## src/rtl/serial_subtractor_8_bit.sv

```systemverilog
// Bit-serial two's-complement subtractor: diff = A - B - borrow_in, one bit per clock, LSB first.
// A start/busy/done handshake wraps a single full-subtractor cell and a borrow flop.
module serial_subtractor_8_bit #(
    parameter int unsigned WIDTH = 8,
    parameter int unsigned CNT_W = 4
) (
    input  logic             clk,
    input  logic             reset,
    input  logic             start,
    input  logic [WIDTH-1:0] A,
    input  logic [WIDTH-1:0] B,
    input  logic             borrow_in,
    output logic             busy,
    output logic             done,
    output logic [WIDTH-1:0] diff,
    output logic             borrow_out,
    output logic             overflow
);

    localparam int unsigned MSB = WIDTH - 1;

    typedef enum logic [1:0] {
        IDLE = 2'd0,
        BUSY = 2'd1,
        DONE = 2'd2
    } state_t;

    state_t           state, state_nxt;
    logic [WIDTH-1:0] a_sr, a_sr_nxt;
    logic [WIDTH-1:0] b_sr, b_sr_nxt;
    logic [WIDTH-1:0] res_sr, res_sr_nxt;
    logic             brw, brw_nxt;
    logic [CNT_W-1:0] cnt, cnt_nxt;
    logic             a_msb, a_msb_nxt;
    logic             b_msb, b_msb_nxt;
    logic [WIDTH-1:0] diff_nxt;
    logic             borrow_out_nxt;
    logic             overflow_nxt;
    logic             busy_nxt;
    logic             done_nxt;

    // Full-subtractor cell on the current LSBs
    logic             d_bit_c;
    logic             brw_calc_c;
    logic [WIDTH-1:0] res_shift_c;
    logic             last_bit_c;

    always_comb begin
        d_bit_c     = a_sr[0] ^ b_sr[0] ^ brw;
        brw_calc_c  = (~a_sr[0] & b_sr[0]) | (~(a_sr[0] ^ b_sr[0]) & brw);
        res_shift_c = {d_bit_c, res_sr[MSB:1]};
        last_bit_c  = (cnt == CNT_W'(WIDTH - 1));
    end

    // Next-state and datapath update
    always_comb begin
        state_nxt      = state;
        a_sr_nxt       = a_sr;
        b_sr_nxt       = b_sr;
        res_sr_nxt     = res_sr;
        brw_nxt        = brw;
        cnt_nxt        = cnt;
        a_msb_nxt      = a_msb;
        b_msb_nxt      = b_msb;
        diff_nxt       = diff;
        borrow_out_nxt = borrow_out;
        overflow_nxt   = overflow;

        case (state)
            IDLE: begin
                if (start) begin
                    state_nxt  = BUSY;
                    a_sr_nxt   = A;
                    b_sr_nxt   = B;
                    brw_nxt    = borrow_in;
                    a_msb_nxt  = A[MSB];
                    b_msb_nxt  = B[MSB];
                    res_sr_nxt = '0;
                    cnt_nxt    = '0;
                end
            end
            BUSY: begin
                a_sr_nxt   = {1'b0, a_sr[MSB:1]};
                b_sr_nxt   = {1'b0, b_sr[MSB:1]};
                res_sr_nxt = res_shift_c;
                brw_nxt    = brw_calc_c;
                if (last_bit_c) begin
                    // Counter is cleared rather than advanced so it never passes WIDTH-1
                    cnt_nxt        = '0;
                    state_nxt      = DONE;
                    diff_nxt       = res_shift_c;
                    borrow_out_nxt = brw_calc_c;
                    overflow_nxt   = (a_msb != b_msb) && (res_shift_c[MSB] != a_msb);
                end else begin
                    cnt_nxt = cnt + CNT_W'(1);
                end
            end
            DONE: begin
                state_nxt = IDLE;
            end
            default: begin
                state_nxt = IDLE;
            end
        endcase

        busy_nxt = (state_nxt == BUSY);
        done_nxt = (state_nxt == DONE);
    end

    // State and output registers
    always_ff @(posedge clk) begin
        if (reset) begin
            state      <= IDLE;
            a_sr       <= '0;
            b_sr       <= '0;
            res_sr     <= '0;
            brw        <= 1'b0;
            cnt        <= '0;
            a_msb      <= 1'b0;
            b_msb      <= 1'b0;
            diff       <= '0;
            borrow_out <= 1'b0;
            overflow   <= 1'b0;
            busy       <= 1'b0;
            done       <= 1'b0;
        end else begin
            state      <= state_nxt;
            a_sr       <= a_sr_nxt;
            b_sr       <= b_sr_nxt;
            res_sr     <= res_sr_nxt;
            brw        <= brw_nxt;
            cnt        <= cnt_nxt;
            a_msb      <= a_msb_nxt;
            b_msb      <= b_msb_nxt;
            diff       <= diff_nxt;
            borrow_out <= borrow_out_nxt;
            overflow   <= overflow_nxt;
            busy       <= busy_nxt;
            done       <= done_nxt;
        end
    end

endmodule

```

## config.mk

```make
export PLATFORM = sky130hd
export DESIGN_NAME = serial_subtractor_8_bit
export DESIGN_NICKNAME = d
export VERILOG_FILES = /design/src/rtl/serial_subtractor_8_bit.sv
export SDC_FILE = /design/constraint.sdc
export NUM_CORES = 1
export LEC_CHECK = 0
export BUFFER_PORTS_ARGS = -buffer_cell sky130_fd_sc_hd__buf_2
export CORE_MARGIN = 2
export CORE_UTILIZATION = 49
export DETAILED_ROUTE_END_ITERATION = 10
export GPL_ROUTABILITY_DRIVEN = 0
export PLACE_DENSITY = 0.7
export SKIP_LAST_GASP = 1
export SYNTH_ARGS = -nofsm -noshare
export SYNTH_HDL_FRONTEND = slang
export SYNTH_SLANG_ARGS = --single-unit
```

## constraint.sdc

```tcl
create_clock -name clk -period 1.51 [get_ports clk]
set_clock_uncertainty 0.2 [all_clocks]
set_input_delay 0.302 -clock clk [delete_from_list [all_inputs] [get_ports clk]]
set_output_delay 0.302 -clock clk [all_outputs]
set_load 0.1 [all_outputs]
```

==> summary.txt, run 1 <==
Yosys
  – Syn Area/Cell: 8.76 um2
  – Netlist Area Pre-Place: 1800 um2
  – Warnings, synthesis: 0
  – Post-synthesis cell type count: 31
  – Top cells by area, synth: dfxtp_1 (49%), a311oi_1 (7.3%), nand2_1 (6.3%)
  – Area leader, netlist: dfxtp_1
  – Yosys reg bits: 44
  – Register area share after synthesis: 0.490
  – Syn Nets: 227
  – Top cell type's share of synthesized area: 0.490
  – Synth Instances: 205

GRT
  – Vias in the first global route: 1582
  – Pin count of the biggest net entering global routing: 45
  – Total grt overflow: 0
  – Initial antenna violation count: 0
  – First-pass GRT wire length: 7030 um
  – GRT Util Overall: 0.217

Placed design
  – Placed insts: 280
  – # port buffers: 31
  – Pre-CTS setup slack: -0.158 ns
  – Area after DPL: 2280 um2
  – DP HPWL: 2640 um

Cells and area
  – Fill cells: 244
  – Area growth syn-to-layout: 41.5%
  – Final Instance Area: 2540 um2
  – # diodes: 0
  – Nets@finish: 278
  – Share of cells above drive strength 1: 0.348
  – Finished Core Util: 0.744
  – Post-Layout Cell Count: 302

Outcome
  – Status: finished, violations left
  – Failing checks: negative setup slack

Worst setup path
  – R2r endpoint: overflow$_SDFFE_PP0P_
  – Crit path max-delay family: simple AND/OR/NAND/NOR gates
  – Crit path max fanout: 3
  – Path depth of the worst reg2reg path: 5
  – Worst Path Buf+Inv: 1
  – Levels on crit path: 5
  – Crit path largest cell delay: 0.45 ns
  – Register-to-Register Setup Slack: -0.09 ns
  – R2r startpoint: brw$_SDFFE_PP0P_
  – Startpoint types: flip-flop
  – Crit end category: flip-flop
  – Worst EP arrival: 1.65 ns
  – Worst setup path start: brw$_SDFFE_PP0P_
  – CP required: 1.56 ns
  – Crit path cell chain: inv_2 -> fa_2 -> and3b_1 -> nor4_2 -> nor3_1
  – WS Path Type: flip-flop to flip-flop
  – End point of the critical path: overflow$_SDFFE_PP0P_
  – Critical-path top delay cell: fa_2

Floorplanning
  – Starting Density: 0.526
  – Die area: 4170 um2
  – Core Region: 3420 um2
  – Site Rows: 21
  – Die H: 64.6 um
  – Die X: 64.6 um
  – I/O Pins: 32

STA
  – Max Freq: 0.624 GHz
  – Count of final setup violators: 4
  – RSZ-0062 raised after global routing: yes
  – Worst-Margin Slew: 0.295 ns
  – Fin. Hold Viols: 0
  – Tcrit/Tclk final: 1.06
  – Final min period: 1.60 ns
  – Final Max Slew Viols: 0
  – Setup WS post-layout: -0.0922 ns
  – Slew Limit Headroom: 0.803

Power and ir drop
  – Sw Ratio: 0.256
  – Comb pwr share: 0.162
  – Power share of the clock group: 0.279
  – Sw power: 570 uW
  – Cell-internal power: 1.65 mW
  – Worst VDD drop: 0.683 mV
  – Reported leakage power: 0.996 nW
  – Reg power frac: 0.559
  – Cell Pwr Density: 874 nW/um2

Route
  – Total wire length: 4170 um
  – DR iter-0 viols: 167
  – Avg Vias per Cell: 5.52
  – Routed Antenna Nets: 0
  – Routed wire per std cell: 13.8 um
  – DR vias: 1668
  – Post-route DRC: 0
  – DR pass1 iterations: 4

Worst hold path
  – HP Class: primary input to flip-flop

Clock tree
  – TritonCTS clock tree: done
  – Clock transition at path regs: 0.12 ns
  – CTS root buffer: clkbuf_4
  – CTS HTree Levels: 2
  – CTS Buf Count: 5
  – CTS max path bufs: 2
  – Skew-Pair Late Insertion Delay: 0.34 ns
  – Clock Sinks: 44

Run
  – Max Cap Viol: 0
## power groups by stage
stage	registers [mW]	logic [mW]	clock network, mW
2_1_floorplan	1.27	0.179	0
3_3_place_gp	1.27	0.281	0
3_5_place_dp	1.27	0.292	0
4_1_cts	1.24	0.311	0.639
5_1_grt	1.25	0.393	0.694
6_report	1.24	0.360	0.621
## cell usage in the layout, fill, tap and decap left out, drive strengths merged, types with 2 or more instances in the layout
master	instances
clkbuf	7
nor3	3
dfxtp	44
a311oi	15
nor3b	4
a211oi	4
o21ai	9
a21oi	12
buf	53
nand3	10
dlygate4sd3	11
mux2i	2
a22oi	10
nand2	30
nand3b	2
nor2	26
inv	2
and3b	2
## Yosys cell counts
| cell type | count |
|---|---|
| o21ai_0 | 9 |
| nor3_1 | 3 |
| nor4_1 | 1 |
| inv_1 | 2 |
| dfxtp_1 | 44 |
| nand3b_1 | 2 |
| mux2i_1 | 2 |
| or3_1 | 1 |
| a31oi_1 | 1 |
| buf_4 | 3 |
| a21oi_1 | 12 |
| o21bai_2 | 1 |
| nand3_1 | 10 |
| a22oi_1 | 10 |
| buf_2 | 7 |
| or4_1 | 1 |
| nor3b_1 | 3 |
| fa_1 | 1 |
| nor2b_1 | 1 |
| a311oi_1 | 15 |
| buf_6 | 1 |
| a211oi_1 | 4 |
| clkbuf_2 | 1 |
| nor3b_2 | 1 |
| ha_1 | 1 |
| o21ba_1 | 1 |
| nand2b_4 | 1 |
| clkbuf_1 | 8 |
| nor2_1 | 26 |
| and3b_1 | 2 |
| nand2_1 | 30 |
## worst min-delay path by stage
stage,slack (ns),cells past startpoint,endpoint,from
floorplan,0.24,2,diff[0]$_SDFFE_PP0P_,res_sr[1]$_SDFFE_PP0P_
global placement,0.26,2,diff[0]$_SDFFE_PP0P_,res_sr[1]$_SDFFE_PP0P_
detailed placement,0.27,2,diff[0]$_SDFFE_PP0P_,res_sr[1]$_SDFFE_PP0P_
CTS,0.0006,3,a_sr[5]$_SDFFE_PP0P_,A[5]
global route,0.005,3,a_sr[1]$_SDFFE_PP0P_,A[1]
finish,0.02,3,a_sr[1]$_SDFFE_PP0P_,A[1]
## metal layers
metal  wire length (um)  GRT usage  vias up
li1                   -          -      826
met1               1880      0.269      800
met2               2060      0.358       40
met3                207     0.0660        2
met4                 21     0.0745        0
met5                  0          0        -
## sequential cells by signal, summed over array words and instances, names as in the netlist
register and count:
a_msb 1, a_sr 8, b_msb 1, b_sr 8, borrow_out 1, brw 1
busy 1, cnt 4, diff 8, done 1, overflow 1, res_sr 7
state 2
## logic make-up (layout without fill, tap and decap cells)
kind of cell / Yosys count / in the layout / synth area share
mux: 2 / 2 / 0.0111
compound gates: 53 / 53 / 0.205
buf+inv: 22 / 73 / 0.0620
flops: 44 / 44 / 0.490
fa+ha+maj: 2 / 2 / 0.0181
simple gates: 82 / 82 / 0.213
## timing repair
item	CTS	global route
pin swaps	2	4
resized for setup	7	15
hold endpoints to repair	7	4
hold buffers	7	4
endpoints found under the setup margin	17	24
cloned	0	1
setup buffers	1	2
## area by class of cell
type / count / area (um2) / share of cell area
timing repair buffer: 64 / 661 / 0.260
sequential: 44 / 906 / 0.356
tap: 46 / 57.6 / 0.0226
multi-input combinational: 139 / 846 / 0.333
clock buffer: 7 / 65.1 / 0.0256
inverter: 2 / 7.51 / 0.00295
## metrics by stage
stage	total power, mW	hold WS [ns]	setup TNS (ns)
2_1_floorplan	1.45	0.237	-0.145
3_3_place_gp	1.55	0.257	-0.106
3_5_place_dp	1.56	0.267	-0.318
4_1_cts	2.19	0.000612	-0.146
5_1_grt	2.34	0.00520	-1.05
6_report	2.22	0.0193	-0.276
## worst min-delay path: stages
cell      delay, ns
buf_2          0.09
nand2_1        0.05
a311oi_1       0.08
No activity file was read; power rests on OpenSTA's default activity.
==> run 2, diff against run 1 <==
ABC_AREA = 1   (was not set)
==> run 2 against run 1 <==
Compared with the run above:
- worst setup slack better by 0.13 ns
- the flow now finishes without violations
- critical path depth stayed put
- synthesized cell count is 9.8% higher
- largest power group unchanged
- die area is 0.73% lower
- clock power is 7.6% lower
- sequential share of layout area is 3.1 points higher
- synthesized area is 0.77% lower
- flip-flop and latch count stayed put
- core utilization is 7.6 points lower
==> summary.txt, run 2 <==
STA
  – Max Freq: 0.680 GHz (was 0.624 GHz)
  – Slew Limit Headroom: 0.813 (was 0.803)
  – RSZ-0062 raised after global routing: yes (unchanged)
  – Final min period: 1.47 ns (was 1.60 ns)
  – Worst-Margin Slew: 0.279 ns (was 0.295 ns)
  – Tcrit/Tclk final: 0.975 (was 1.06)
  – Final Max Slew Viols: 0 (unchanged)
  – Fin. Hold Viols: 0 (unchanged)
  – Setup WS post-layout: 0.0385 ns (was -0.0922 ns)
  – Count of final setup violators: 0 (was 4)
  – Final TNS setup: 0 ns (was -0.276 ns)

Yosys
  – Warnings, synthesis: 0 (unchanged)
  – Main synth FF type: dfxtp_1 (unchanged)
  – Post-synthesis cell type count: 21 (was 31)
  – Synth Instances: 225 (was 205)
  – Number of synthesized flops with an enable pin: 0 (unchanged)
  – Syn Nets: 247 (was 227)
  – Commonest cells in the synthesized netlist: nand2_1 (49), dfxtp_1 (44), a21oi_1 (37) (was dfxtp_1 (44), nand2_1 (30), nor2_1 (26))
  – Register area share after synthesis: 0.494 (was 0.490)
  – Syn Area/Cell: 7.92 um2 (was 8.76 um2)
  – Yosys reg bits: 44 (unchanged)
  – Top cells by area, synth: dfxtp_1 (49%), a21oi_1 (10%), nand2_1 (10%) (was dfxtp_1 (49%), a311oi_1 (7.3%), nand2_1 (6.3%))
  – Top cell type's share of synthesized area: 0.494 (was 0.490)
  – Post-synth ARST share: 0 (unchanged)
  – Most common cell in the netlist: nand2_1 (was dfxtp_1)
  – Area leader, netlist: dfxtp_1 (unchanged)
  – Netlist Area Pre-Place: 1780 um2 (was 1800 um2)

GRT
  – Initial antenna violation count: 0 (unchanged)
  – GRT Util Overall: 0.194 (was 0.217)
  – First-pass GRT wire length: 6270 um (was 7030 um)
  – Pin count of the biggest net entering global routing: 24 (was 45)
  – Total grt overflow: 0 (unchanged)
  – Vias in the first global route: 1420 (was 1582)

Power and ir drop
  – Worst VDD drop: 0.608 mV (was 0.683 mV)
  – Cell Pwr Density: 918 nW/um2 (was 874 nW/um2)
  – Reported leakage power: 0.875 nW (was 0.996 nW)

Route
  – DR vias: 1562 (was 1668)
  – Avg Vias per Cell: 5.07 (was 5.52)
  – DR pass1 iterations: 4 (unchanged)
  – DR iter-0 viols: 50 (was 167)
  – Total wire length: 3630 um (was 4170 um)
  – Post-route DRC: 0 (unchanged)
  – Routed Antenna Nets: 0 (unchanged)
  – Routed wire per std cell: 11.8 um (was 13.8 um)

Floorplanning
  – Die X: 64.3 um (was 64.6 um)
  – Die H: 64.3 um (was 64.6 um)
  – Die area: 4140 um2 (was 4170 um2)
  – Core Region: 3420 um2 (unchanged)
  – Site Rows: 21 (unchanged)
  – I/O Pins: 32 (unchanged)
  – Starting Density: 0.522 (was 0.526)

Clock tree
  – CTS HTree Levels: 2 (unchanged)
  – Clock Sinks: 44 (unchanged)
  – TritonCTS clock tree: done (unchanged)
  – Skew-Pair Late Insertion Delay: 0.34 ns (about the same)
  – CTS max path bufs: 2 (unchanged)
  – CTS root buffer: clkbuf_4 (unchanged)
  – Clock transition at path regs: 0.12 ns (about the same)
  – CTS Buf Count: 5 (unchanged)

Cells and area
  – Share of cells above drive strength 1: 0.244 (was 0.348)
  – Largest registers: a_sr (8), b_sr (8), diff (8) (unchanged)
  – Most common cell after layout, fill and taps aside: nand2_1 (unchanged)
  – # diodes: 0 (unchanged)
  – Nets@finish: 283 (was 278)
  – FF+latch area: 883 um2 (was 906 um2)
  – Final Instance Area: 2280 um2 (was 2540 um2)
  – Post-Layout Cell Count: 308 (was 302)
  – Finished Core Util: 0.668 (was 0.744)
  – Multi-input combinational cell area: 796 um2 (was 846 um2)
  – Area growth syn-to-layout: 28.1% (was 41.5%)
  – Most frequent cells in the layout: nand2_1 (49), dfxtp_1 (42), a21oi_1 (37), o21ai_0 (32), buf_2 (19) (was nand2_1 (30), dfxtp_1 (28), nor2_1 (26), buf_2 (20), buf_12 (15))
  – Fill cells: 298 (was 244)

Worst setup path
  – Worst EP arrival: 1.52 ns (was 1.65 ns)
  – Crit end category: flip-flop (unchanged)
  – Worst Path Buf+Inv: 1 (unchanged)
  – Critical-path top delay cell: fa_1 (was fa_2)
  – Crit path max fanout: 4 (was 3)
  – Crit path cell chain: inv_2 -> fa_1 -> o21ai_1 -> nor2_1 -> nor2_1 (was inv_2 -> fa_2 -> and3b_1 -> nor4_2 -> nor3_1)
  – Startpoint types: flip-flop (unchanged)
  – Register-to-Register Setup Slack: 0.04 ns (was -0.09 ns)
  – CP required: 1.56 ns (about the same)
  – Crit path max-delay family: adder cells (was simple AND/OR/NAND/NOR gates)
  – Top cell by count, worst path: nor2_1
  – WS Path Type: flip-flop to flip-flop (unchanged)
  – Crit path largest cell delay: 0.57 ns (was 0.45 ns)

Placed design
  – DP HPWL: 2510 um (was 2640 um)
  – Placed insts: 299 (was 280)
  – Area after DPL: 2190 um2 (was 2280 um2)
  – Pre-CTS setup slack: 0.0325 ns (was -0.158 ns)
  – # port buffers: 31 (unchanged)

Outcome
  – Status: finished, final reports clean (was finished, violations left)

Worst hold path
  – HP Class: primary input to flip-flop (unchanged)

Run
  – Max Cap Viol: 0 (unchanged)
-- run 2: changes by cell type after synthesis, moves of 4 or more --
| cell | delta |
|---|---|
| a211oi_1 | -4 |
| a21oi_1 | +25 |
| a22oi_1 | -10 |
| a311oi_1 | -15 |
| buf_2 | -5 |
| clkbuf_1 | -4 |
| inv_1 | +5 |
| nand2_1 | +19 |
| nand3_1 | +4 |
| nor2_1 | -16 |
| o21ai_0 | +24 |
-- run 2: what timing repair did --
| action | CTS | global route |
|---|---|---|
| hold buffers | 0 | 0 |
| gates resized for setup | 0 | 10 |
| setup endpoints to repair | 0 | 10 |
| buffers inserted | 0 | 1 |
-- run 2: path summary, 6_finish.rpt --
| check | start | end | cells after the start |
|---|---|---|---|
| worst max-delay path | brw$_SDFFE_PP0P_ | overflow$_SDFFE_PP0P_ | 5 |
| worst min register to register | a_sr[6]$_SDFFE_PP0P_ | a_sr[5]$_SDFFE_PP0P_ | 2 |
| worst min-delay path | A[7] | a_sr[7]$_SDFFE_PP0P_ | 3 |
| worst max register to register | brw$_SDFFE_PP0P_ | overflow$_SDFFE_PP0P_ | 5 |
-- run 2: layout make-up --
class,instances,area share
Clock buffer,8,0.0258
Inverter,9,0.0148
Multi-Input combinational cell,158,0.348
Sequential cell,44,0.387
Tap cell,46,0.0252
Timing Repair Buffer,43,0.199
-- run 2: metal layers --
| metal | vias to the layer above | wire length, um | global-route usage |
|---|---|---|---|
| met5 | - | 0 | 0 |
| met1 | 703 | 1870 | 0.267 |
| met4 | 0 | 50 | 0.0718 |
| li1 | 825 | - | - |
| met3 | 6 | 137 | 0.0528 |
| met2 | 28 | 1560 | 0.292 |
-- run 2: cells by family after synthesis --
group / Yosys count / synth area share
adder cells (fa/ha/maj): 2 / 0.0182
AO/OA/AOI/OAI: 74 / 0.212
flip-flops: 44 / 0.494
AND/OR/NAND/NOR: 82 / 0.204
buffers and inverters: 23 / 0.0723
-- run 2: through the flow --
stage | total power, mW | hold slack [ns]
after detailed placement | 1.55 | 0.245
after global routing | 2.21 | 0.0428
after floorplan | 1.45 | 0.171
final | 2.10 | 0.0374
after CTS | 2.12 | 0.0354
after global placement | 1.54 | 0.242
-- run 2: worst reg2reg max path, delay by kind of cell, from the launching register on --
family / cells / cell delay [ns]
adder cells (fa/ha/maj): 1 / 0.57
flip-flops: 1 / 0.35
AO/OA/AOI/OAI: 1 / 0.09
buffers and inverters: 1 / 0.04
AND/OR/NAND/NOR: 2 / 0.14
-- run 2: where the power goes --
part | total, mW | internal (mW) | switching, mW | leakage (nW)
clock network | 0.574 | 0.230 | 0.344 | 0.0326
logic | 0.281 | 0.114 | 0.168 | 0.482
registers | 1.24 | 1.21 | 0.0281 | 0.360
total | 2.10 | 1.56 | 0.539 | 0.875
==> run 3, diff against run 2 <==
CORE_MARGIN = not set   (was 2)
==> run 3 against run 2 <==
Compared with the run above:
- flip-flop and latch count is the same
- via count grew 0.38%
- critical path type unchanged
- routed wire length grew 4.6%
- worst setup slack lost 0.0015 ns
- global-route usage grew 2.8 points
- register-to-register slack is essentially flat
==> summary.txt, run 3 (synthesized netlist as in run 2, its figures left out) <==
Floorplanning
  – I/O Pins: 32 (unchanged)
  – Die X: 62.3 um (was 64.3 um)
  – Core Region: 3420 um2 (unchanged)
  – Site Rows: 21 (unchanged)
  – Die H: 62.3 um (was 64.3 um)
  – Die area: 3880 um2 (was 4140 um2)
  – Starting Density: 0.522 (unchanged)

Cells and area
  – Post-Layout Cell Count: 307 (was 308)
  – Largest registers: a_sr (8), b_sr (8), diff (8) (unchanged)
  – # diodes: 0 (unchanged)
  – Final Instance Area: 2270 um2 (was 2280 um2)
  – Share of cells above drive strength 1: 0.238 (was 0.244)
  – Most frequent cells in the layout: nand2_1 (49), dfxtp_1 (42), a21oi_1 (36), o21ai_0 (31), buf_2 (19) (was nand2_1 (49), dfxtp_1 (42), a21oi_1 (37), o21ai_0 (32), buf_2 (19))
  – Finished Core Util: 0.664 (was 0.668)
  – Nets@finish: 282 (was 283)
  – Fill cells: 301 (was 298)
  – Area growth syn-to-layout: 27.3% (was 28.1%)
  – Most common cell after layout, fill and taps aside: nand2_1 (unchanged)

Route
  – Total wire length: 3790 um (was 3630 um)
  – Post-route DRC: 0 (unchanged)
  – DR vias: 1568 (was 1562)
  – Routed Antenna Nets: 0 (unchanged)
  – DR iter-0 viols: 88 (was 50)
  – Metal3 WL: 209 um (was 137 um)
  – M1 wire length: 1760 um (was 1870 um)
  – Routed wire per std cell: 12.4 um (was 11.8 um)
  – Highest metal used: met4 (unchanged)
  – Avg Vias per Cell: 5.11 (was 5.07)
  – Met2 Wirelength: 1770 um (was 1560 um)
  – DR pass1 iterations: 4 (unchanged)

GRT
  – Initial antenna violation count: 0 (unchanged)
  – Vias in the first global route: 1550 (was 1420)
  – Total grt overflow: 0 (unchanged)
  – Pin count of the biggest net entering global routing: 24 (unchanged)
  – GRT Util Overall: 0.222 (was 0.194)
  – First-pass GRT wire length: 6870 um (was 6270 um)

Clock tree
  – Clock Sinks: 44 (unchanged)
  – CTS Buf Count: 5 (unchanged)
  – CTS root buffer: clkbuf_4 (unchanged)
  – Skew-Pair Late Insertion Delay: 0.35 ns (was 0.34 ns)
  – TritonCTS clock tree: done (unchanged)
  – Clock transition at path regs: 0.12 ns (about the same)
  – CTS max path bufs: 2 (unchanged)
  – CTS HTree Levels: 2 (unchanged)

STA
  – Tcrit/Tclk final: 0.976 (was 0.975)
  – Fin. Hold Viols: 0 (unchanged)
  – Final min period: 1.47 ns (about the same)
  – Max Freq: 0.679 GHz (was 0.680 GHz)
  – RSZ-0062 raised after global routing: yes (unchanged)
  – Count of final setup violators: 0 (unchanged)
  – Final Max Slew Viols: 0 (unchanged)
  – Slew Limit Headroom: 0.825 (was 0.813)
  – Worst-Margin Slew: 0.261 ns (was 0.279 ns)

Placed design
  – # port buffers: 31 (unchanged)
  – DP HPWL: 2540 um (was 2510 um)
  – Area after DPL: 2180 um2 (was 2190 um2)
  – Placed insts: 298 (was 299)

Worst setup path
  – Crit end category: flip-flop (unchanged)
  – Top cell by count, worst path: nor2_1 (unchanged)
  – CP required: 1.56 ns (about the same)
  – Startpoint types: flip-flop (unchanged)
  – Worst EP arrival: 1.52 ns (about the same)
  – Critical-path top delay cell: fa_1 (unchanged)
  – Crit path largest cell delay: 0.50 ns (was 0.57 ns)
  – Crit path max fanout: 4 (unchanged)
  – Crit path cell chain: inv_1 -> fa_1 -> nand2_1 -> o21ai_1 -> nor2_1 -> nor2_1 (was inv_2 -> fa_1 -> o21ai_1 -> nor2_1 -> nor2_1)
  – WS Path Type: flip-flop to flip-flop (unchanged)

Run
  – Max Cap Viol: 0 (unchanged)

Outcome
  – Status: finished, final reports clean (unchanged)

Power and ir drop
  – Cell Pwr Density: 929 nW/um2 (was 918 nW/um2)
  – Reported leakage power: 0.869 nW (was 0.875 nW)
  – Worst VDD drop: 0.659 mV (was 0.608 mV)

Worst hold path
  – HP Class: primary input to flip-flop (unchanged)
-- run 3: cell count changes in the layout (fill, tap and decap cells not counted), sizes merged --
cell,before,now
buf,43,42
-- run 3: final timing paths --
path	cells past startpoint	startpoint	slack, ns	end
worst max-delay path	6	b_sr[0]$_SDFFE_PP0P_	0.04	overflow$_SDFFE_PP0P_
worst min-delay path	3	A[7]	0.03	a_sr[7]$_SDFFE_PP0P_
worst max register to register	6	b_sr[0]$_SDFFE_PP0P_	0.04	overflow$_SDFFE_PP0P_
worst min register to register	2	b_sr[1]$_SDFFE_PP0P_	0.26	b_sr[0]$_SDFFE_PP0P_
-- run 3: layout make-up --
| cell class | count | area, um2 | area share |
|---|---|---|---|
| inverter | 9 | 33.8 | 0.0149 |
| multi-input combinational | 158 | 790 | 0.348 |
| tap | 46 | 57.6 | 0.0254 |
| clock buffer | 8 | 58.8 | 0.0259 |
| sequential | 44 | 883 | 0.389 |
| timing repair buffer | 42 | 447 | 0.197 |
-- run 3: stage by stage --
step / setup WS, ns / total power, mW / hold slack [ns] / TNS [ns]
final: 0.0370 / 2.11 / 0.0262 / 0
after global routing: -0.0314 / 2.23 / 0.0319 / -0.0355
after CTS: 0.00220 / 2.13 / 0.0137 / 0
after detailed placement: 0.0200 / 1.55 / 0.245 / 0
after global placement: 0.0698 / 1.54 / 0.239 / 0
after floorplan: 0.0246 / 1.45 / 0.171 / 0
-- run 3: power breakdown --
part / switching [mW] / total, mW / internal (mW)
Combinational: 0.172 / 0.289 / 0.117
Clock: 0.348 / 0.578 / 0.230
Sequential: 0.0278 / 1.24 / 1.21
Total: 0.548 / 2.11 / 1.56
-- run 3: layer usage --
| layer | track usage | vias to the layer above |
|---|---|---|
| li1 | - | 822 |
| met1 | 0.277 | 695 |
| met2 | 0.367 | 45 |
| met3 | 0.0533 | 6 |
| met4 | 0.0930 | 0 |
| met5 | 0 | - |
-- run 3: what timing repair did --
item                                    CTS  global route
pin swaps                                 1             5
setup buffers                             1             0
hold buffers                              0             0
endpoints found under the setup margin    1             5
gates resized for setup                   1             8
-- run 3: critical path, delay by kind of cell, from the launching register on --
family	cells	cell delay, ns
adder cells (fa/ha/maj)	1	0.50
flip-flops	1	0.34
AND/OR/NAND/NOR	3	0.22
AO/OA/AOI/OAI	1	0.06
buffers and inverters	1	0.05
